File: config.mk
export PLATFORM = sky130hd
export DESIGN_NAME = axi_stream_sideband_crc
export DESIGN_NICKNAME = d
export VERILOG_FILES = /design/src/rtl/axi_stream_sideband_crc.sv
export SDC_FILE = /design/constraint.sdc
export NUM_CORES = 1
export LEC_CHECK = 0
export ABC_CLOCK_PERIOD_IN_PS = 4950
export CORE_AREA = 2 2 460 462
export CTS_CLUSTER_SIZE = 25
export DETAILED_ROUTE_END_ITERATION = 6
export DIE_AREA = 0 0 462 464
export HOLD_SLACK_MARGIN = 0.15
export PLACE_DENSITY = 0.39
export SETUP_SLACK_MARGIN = 0.05
export SYNTH_ARGS = -nofsm -noshare
export SYNTH_HDL_FRONTEND = slang
export SYNTH_SLANG_ARGS = --single-unit
File: constraint.sdc
create_clock -name clk -period 4.95 [get_ports clk]
set_clock_uncertainty 0.1 [all_clocks]
set_input_delay 0.7425 -clock clk [delete_from_list [all_inputs] [get_ports clk]]
set_output_delay 0.7425 -clock clk [all_outputs]
set_load 0.05 [all_outputs]
File: src/rtl/axi_stream_sideband_crc.sv
`default_nettype none
// ============================================================================
// Module      : axi_stream_sideband_crc
// Description : AXI4-Stream pass-through stage that appends a CRC trailer
//               beat to every packet. Data beats go through one output
//               register. The CRC is computed elsewhere and arrives on a
//               sideband input. After a packet's last beat the block waits
//               for that CRC and emits it as an extra, flagged final beat.
// Revision    : 1.0 - initial release
// ----------------------------------------------------------------------------
// Ports
//   clk          in   sole clock, rising edge
//   srst         in   asynchronous reset, active low
//   i_s_tdata    in   slave payload
//   i_s_tkeep    in   slave byte enables (forwarded, never interpreted)
//   i_s_tlast    in   slave end-of-packet (consumed, not forwarded)
//   i_s_tvalid   in   slave valid
//   o_s_tready   out  slave ready (combinational)
//   crc          in   {crc_valid, crc_value}
//   o_m_tdata    out  {crc_beat_flag, payload}
//   o_m_tkeep    out  master byte enables
//   o_m_tlast    out  master end-of-packet, set only on the CRC beat
//   o_m_tvalid   out  master valid
//   i_m_tready   in   master ready
// ============================================================================
module axi_stream_sideband_crc #(
    parameter int DATA_WIDTH = 512,
    parameter int CRC_WIDTH  = 32
) (
    input  logic                    clk,
    input  logic                    srst,
    input  logic [DATA_WIDTH-1:0]   i_s_tdata,
    input  logic [DATA_WIDTH/8-1:0] i_s_tkeep,
    input  logic                    i_s_tlast,
    input  logic                    i_s_tvalid,
    output logic                    o_s_tready,
    input  logic [CRC_WIDTH:0]      crc,
    output logic [DATA_WIDTH:0]     o_m_tdata,
    output logic [DATA_WIDTH/8-1:0] o_m_tkeep,
    output logic                    o_m_tlast,
    output logic                    o_m_tvalid,
    input  logic                    i_m_tready
);

    localparam int KEEP_WIDTH = DATA_WIDTH / 8;

    // Byte-enable pattern of the CRC beat: the low CRC_WIDTH/8 bytes.
    function automatic logic [KEEP_WIDTH-1:0] crc_keep_mask();
        logic [KEEP_WIDTH-1:0] m;
        m = '0;
        for (int i = 0; i < CRC_WIDTH / 8; i++) begin
            m[i] = 1'b1;
        end
        return m;
    endfunction

    localparam logic [KEEP_WIDTH-1:0] c_CRC_KEEP = crc_keep_mask();

    typedef enum logic [0:0] {
        ST_PASS     = 1'b0,
        ST_WAIT_CRC = 1'b1
    } state_t;

    state_t                  r_state;
    state_t                  w_state_next;

    logic [DATA_WIDTH:0]     r_m_tdata;
    logic [KEEP_WIDTH-1:0]   r_m_tkeep;
    logic                    r_m_tlast;
    logic                    r_m_tvalid;

    logic                    w_free;
    logic                    w_s_tready;
    logic                    w_load_data;
    logic                    w_load_crc;
    logic [DATA_WIDTH-1:0]   w_crc_payload;

    // The output register can take a new beat when empty or being drained.
    assign w_free = !r_m_tvalid || i_m_tready;

    // CRC value zero-extended to the payload width; written bit-wise so the
    // equal-width configuration needs no zero-length replication.
    always_comb begin
        w_crc_payload                  = '0;
        w_crc_payload[CRC_WIDTH-1:0]   = crc[CRC_WIDTH-1:0];
    end

    // ------------------------------------------------------------------
    // FSM: state register
    // ------------------------------------------------------------------
    always_ff @(posedge clk or negedge srst) begin
        if (!srst) begin
            r_state <= ST_PASS;
        end else begin
            r_state <= w_state_next;
        end
    end

    // ------------------------------------------------------------------
    // FSM: next state and handshake decode
    // ------------------------------------------------------------------
    always_comb begin
        w_state_next = r_state;
        w_s_tready   = 1'b0;
        w_load_data  = 1'b0;
        w_load_crc   = 1'b0;
        case (r_state)
            ST_PASS: begin
                // Gated by srst so the slave never sees ready while the
                // block is held in reset.
                w_s_tready  = w_free && srst;
                w_load_data = i_s_tvalid && w_s_tready;
                if (w_load_data && i_s_tlast) begin
                    w_state_next = ST_WAIT_CRC;
                end
            end
            ST_WAIT_CRC: begin
                // The CRC value is sampled only on the cycle it is loaded.
                w_load_crc = crc[CRC_WIDTH] && w_free;
                if (w_load_crc) begin
                    w_state_next = ST_PASS;
                end
            end
            default: begin
                w_state_next = ST_PASS;
            end
        endcase
    end

    // ------------------------------------------------------------------
    // Output register stage
    // ------------------------------------------------------------------
    always_ff @(posedge clk or negedge srst) begin
        if (!srst) begin
            r_m_tdata  <= '0;
            r_m_tkeep  <= '0;
            r_m_tlast  <= 1'b0;
            r_m_tvalid <= 1'b0;
        end else if (w_load_data) begin
            r_m_tdata  <= {1'b0, i_s_tdata};
            r_m_tkeep  <= i_s_tkeep;
            r_m_tlast  <= 1'b0;
            r_m_tvalid <= 1'b1;
        end else if (w_load_crc) begin
            r_m_tdata  <= {1'b1, w_crc_payload};
            r_m_tkeep  <= c_CRC_KEEP;
            r_m_tlast  <= 1'b1;
            r_m_tvalid <= 1'b1;
        end else if (i_m_tready) begin
            // Drained with nothing new to load; payload fields are left
            // as they were since they are qualified by valid.
            r_m_tvalid <= 1'b0;
        end
    end

    assign o_s_tready = w_s_tready;
    assign o_m_tdata  = r_m_tdata;
    assign o_m_tkeep  = r_m_tkeep;
    assign o_m_tlast  = r_m_tlast;
    assign o_m_tvalid = r_m_tvalid;

endmodule
`default_nettype wire

==> results of run 1 <==
==> timing repair <==
action | 4_1_cts | 5_1_grt
hold buffers | 1 | 0
setup buffers | 0 | 0
endpoints found under the hold margin | 27 | 0
==> cell type report <==
class | count | area (sq um) | area share
clock buffers | 114 | 2280 | 0.0592
multi-input cells | 623 | 5360 | 0.139
clock inverters | 30 | 445 | 0.0116
repair buffers | 1227 | 12400 | 0.321
diodes | 14 | 35.0 | 0.000911
flip-flops and latches | 579 | 14500 | 0.377
well taps | 2805 | 3510 | 0.0912
==> sequential cells by signal, summed over array words and instances (netlist names) <==
register and cells:
o_m_tdata 512, r_state 1, o_m_tkeep 64, o_m_tlast 1, o_m_tvalid 1
==> power by group <==
group / switching [mW] / internal [mW]
sequential: 0.880 / 5.92
combinational: 6.46 / 3.27
clock: 2.48 / 3.59
==> routing by layer <==
layer,GRT usage,wire [microns]
met1,0.157,59300
met2,0.197,63200
met3,0.0740,19700
met4,0.0370,3190
met5,0,322
==> final timing paths <==
path | start | end | slack (ns) | cells past startpoint
worst max-delay path | srst | o_s_tready | 1.63 | 5
worst min-delay path | o_m_tdata[190] | o_m_tdata[190] | 0.39 | 1
worst max register to register | o_m_tvalid | o_m_tdata[219] | 2.23 | 5
worst min register to register | o_m_tdata[190] | o_m_tdata[190] | 0.39 | 1
max in group asynchronous | srst | o_m_tdata[301] | 2.70 | 4
min in group asynchronous | srst | o_m_tdata[3] | 0.48 | 2
==> stage by stage <==
stage | hold WS (ns) | std cells | setup slack (ns)
after floorplan | 0.347 | 1335 | 2.14
after global placement | 0.382 | 5233 | 1.47
after detailed placement | 0.380 | 5233 | 1.44
after CTS | 0.383 | 5378 | 1.50
after global routing | 0.405 | 5385 | 1.43
final | 0.393 | 5392 | 1.63
==> placed cells by master, fill, tap and decap left out, types with 2 or more instances in the layout <==
cell / n
clkdlybuf4s50_1: 1191
dfrtp_1: 579
a22o_1: 542
clkbuf_16: 79
o22ai_1: 32
a2bb2oi_1: 32
buf_4: 22
clkbuf_1: 18
clkbuf_8: 17
diode_2: 14
buf_12: 12
clkinv_2: 11
bufinv_16: 7
o22a_1: 4
nand2_1: 3
inv_6: 3
clkinv_16: 3
clkinvlp_4: 3
clkinv_8: 2
==> cell families after synthesis <==
family,share of synthesized area
buffers and inverters,0.0315
AOI/OAI and AO/OA,0.258
DFF,0.707
and+or+nand+nor,0.00318
==> out/qor.yml, run 1 <==
synthesis:
  synthCells: 1335
  yosysSeqAreaShare: 0.707
  ys_top_cells_by_area: "dfrtp_1, a22o_1, buf_2"
  ys_warn_count: 0
  synth_top_area_cell: "dfrtp_1"
  synth_edf_count: 0
  synth_seq_cells: 579
  synth.avg_cell_area_sq_um: 15.3
  async_flop_share: 1.00
  synth_common_cells: "dfrtp_1, a22o_1, buf_2"
  synth.distinct_cells: 20
  yosysMostFrequentCell: "dfrtp_1"
  netlist_area_sq_mm: 0.0205
  ys.flop_type: "dfrtp_1"
  syn_nets: 1949
  yosys.area.top_type_share: 0.707
worst_setup_path:
  critPathMaxFanout: 33
  critPathRequiredTime_ns: 4.11
  cp_top_family: "buffers and inverters"
  cp_cell_sequence: "dlygate4sd3_1 -> buf_8 -> nor3b_1 -> buf_4 -> buf_12"
  slowest_delay_ns: 0.56
  cp_data_arrival_time_ns: 2.48
  cp_slowest_cell: "dlygate4sd3_1"
  critPathCaptureType: "primary output"
  worst-path-buf-inv: 4
  cp-start-kind: "primary input"
  critPathKind: "in -> out"
sta:
  setup-tns-final_ns: 0
  fmax_ghz: 0.301
  tightest_slew_ns: 0.941
  min_period_ns: 3.32
  relSlewSlack: 0.372
  slew_violations: 0
  setup_violations: 0
  hold_violations: 0
  rsz0062_at_grt: "no"
  finalCritPeriodShare: 0.671
global_route:
  gr-total-overflow: 0
  grt_pass1_vias: 18500
  antenna_found_initial: 74
  grt_max_degree: 146
  grt_pass1_wl_microns: 186000
  track_usage: 0.131
clock_network:
  cts_root_buffer: "clkbuf_16"
  cts_resized: 0
  insertion_delay_ns: 0.70
  cts_tree: "done"
  clock-sinks: 579
  cts_made_buffers: 79
  clock_path_buffers: 3
  cts.htree.levels: 3
  path_clk_slew_ns: 0.05
power_and_ir_drop:
  max-vdd-ir-drop_v: 0.000251
  power.density_mw_per_mm2: 588
  p_leak_nw: 15.9
  finalPower_mw: 22.6
final_layout:
  fin_nets: 3124
  drive_above_1_share: 0.0637
  design_area_sq_mm: 0.0385
  fill_cells: 22800
  area_growth_pct: 87.8
  post-route-util: 0.184
drt:
  ant_nets: 0
  vias_per_cell: 3.35
  wl_per_cell_microns: 27.0
  drc: 0
  first_iter_violations: 1144
  postRouteWirelength_microns: 146000
  vias: 18000
  detail_route.first_pass.iterations: 5
die:
  die_h_microns: 464
  fp.dieW_microns: 462
  io_pins: 1194
  core_area_sq_mm: 0.209
  initial_core_util: 0.0979
  die_area_sq_mm: 0.214
  rows: 168
flow_run:
  drv_cap: 0
place:
  port_buffers: 1193
  routabilityCongestion: 0.874
  dp_hpwl_microns: 117000
  place_area_sq_mm: 0.0357
status:
  outcome: "finished clean"
worst_hold_path:
  min_path_type: "reg -> reg"
Power figures use the tool's default switching activity.
==> inputs of run 2 (changes only) <==
Settings changed: ABC_CLOCK_PERIOD_IN_PS 4950 to 3100.
Clock period 4.95 ns to 3.1 ns, I/O delays scaled along.
==> run 2 against run 1 <==
Net effect:
- wire length up 1.1%
- cell count up 0.65%
- die area unchanged
- flip-flop and latch count unchanged
- worst hold slack worse by 0.13 ns
- clock power up 58%
==> out/qor.yml, run 2 (synthesis results as in run 1) <==
worst_setup_path:
  critPathMaxFanout: 15
  rrSetupSlack_ns: 0.79
  cp_top_family: "buffers and inverters"
  cp-start-kind: "primary input"
  critPathMostFrequentCell: "buf_12"
  cp_data_arrival_time_ns: 2.20
  cp_cell_sequence: "dlygate4sd3_1 -> buf_8 -> buf_12 -> nor3b_1 -> buf_4 -> buf_12"
  critPathRequiredTime_ns: 2.53
  slowest_delay_ns: 0.56
  worst-path-buf-inv: 5
  reg2regPathDepth: 6
  critPathKind: "in -> out"
  critPathCaptureType: "primary output"
  r2r_end: "o_m_tdata[288]"
  reg2reg_from: "o_m_tvalid"
  cp_slowest_cell: "dlygate4sd3_1"
die:
  fp.dieW_microns: 462
  initial_core_util: 0.0979
  die_h_microns: 464
  core_area_sq_mm: 0.209
  die_area_sq_mm: 0.214
  io_pins: 1194
  rows: 168
sta:
  setup_violations: 0
  min_period_ns: 2.77
  finalCritPeriodShare: 0.892
  slew_violations: 0
  setup_ws_ns: 0.334
  relSlewSlack: 0.270
  rsz0062_at_grt: "no"
  hold_violations: 0
  setup-tns-final_ns: 0
  tightest_slew_ns: 1.10
  fmax_ghz: 0.362
global_route:
  grt_pass1_vias: 18800
  grt_pass1_wl_microns: 188000
  gr-total-overflow: 0
  antenna_found_initial: 72
  grt_use_met3: 0.0818
  track_usage: 0.132
  grt_max_degree: 131
  busiest_layer: "met2"
  globalRouteMet1Util: 0.154
  met2_usage: 0.201
drt:
  drc: 0
  wl_per_cell_microns: 27.1
  ant_nets: 0
  vias: 18100
  vias_per_cell: 3.34
  first_iter_violations: 1195
  detail_route.first_pass.iterations: 5
  postRouteWirelength_microns: 147000
place:
  port_buffers: 1193
  routabilityCongestion: 0.881
  dp_hpwl_microns: 119000
  place_ws_ns: 0.224
worst_hold_path:
  hold_path_end: "o_m_tdata[34]"
  whs_path_depth: 2
  min_path_type: "in -> reg"
  hp-start: "i_s_tdata[34]"
power_and_ir_drop:
  p_leak_nw: 16.1
  power.density_mw_per_mm2: 932
  max-vdd-ir-drop_v: 0.000448
final_layout:
  final_common_cell: "clkdlybuf4s50_1"
  drive_above_1_share: 0.0792
  area_growth_pct: 89.5
  layout_common_cells: "clkdlybuf4s50_1, dfrtp_1, a22o_1"
  fin_nets: 3165
  largest_reg_flops: 512
clock_network:
  cts_setup_buffers: 0
  clock-sinks: 579
  cts_root_buffer: "clkbuf_16"
  clock_path_buffers: 3
  cts_tree: "done"
  insertion_delay_ns: 0.69
  cts.htree.levels: 3
  cts_made_buffers: 81
  cts_hold_buf: 20
  cts_resized: 0
  path_clk_slew_ns: 0.06
flow_run:
  drv_cap: 0
status:
  outcome: "finished clean"
-- run 2: routing by layer --
metal | wire [microns] | vias up
met5 | 281 | -
met4 | 3490 | 46
met3 | 21200 | 227
met2 | 64100 | 1049
met1 | 58300 | 9075
li1 | - | 7732
-- run 2: worst max-delay path by stage --
stage	startpoint	to	cells after the start
final	srst	o_s_tready	6
after global routing	srst	o_s_tready	6
after CTS	o_m_tvalid	o_s_tready	5
after detailed placement	i_m_tready	o_m_tdata[309]	7
after global placement	i_m_tready	o_m_tdata[360]	7
after floorplan	o_m_tvalid	o_s_tready	2
-- run 2: layout make-up --
class                      count  area (sq um)
clock buffer                 109          2290
antenna                        8          20.0
timing repair buffer        1266         12700
fill                       22800        170000
multi-input combinational    623          5360
tap                         2805          3510
sequential                   579         14500
clock inverter                37           435
-- run 2: through the flow --
| stage | hold slack [ns] | cell area [sq um] | instances | power [mW] | util |
|---|---|---|---|---|---|
| final | 0.264 | 38800 | 5427 | 36.2 | 0.186 |
| after global routing | 0.197 | 38800 | 5424 | 37.8 | 0.186 |
| after CTS | 0.150 | 38800 | 5419 | 36.8 | 0.185 |
| after detailed placement | 0.232 | 35900 | 5253 | 26.8 | 0.171 |
| after global placement | 0.231 | 35900 | 5253 | 26.8 | 0.171 |
| after floorplan | 0.0694 | 20500 | 1335 | 19.4 | - |
-- run 2: worst register-to-register path, delay by kind of cell (launching register included) --
kind	cells	cell delay [ns]
flip-flops	1	0.44
AND/OR/NAND/NOR	2	0.35
buffers and inverters	3	1.03
AO/OA/AOI/OAI	1	0.34
-- run 2: power by group --
| part | total (mW) | switching [mW] | internal (mW) |
|---|---|---|---|
| sequential | 10.8 | 1.33 | 9.46 |
| combinational | 15.8 | 10.5 | 5.26 |
| clock | 9.60 | 3.95 | 5.64 |
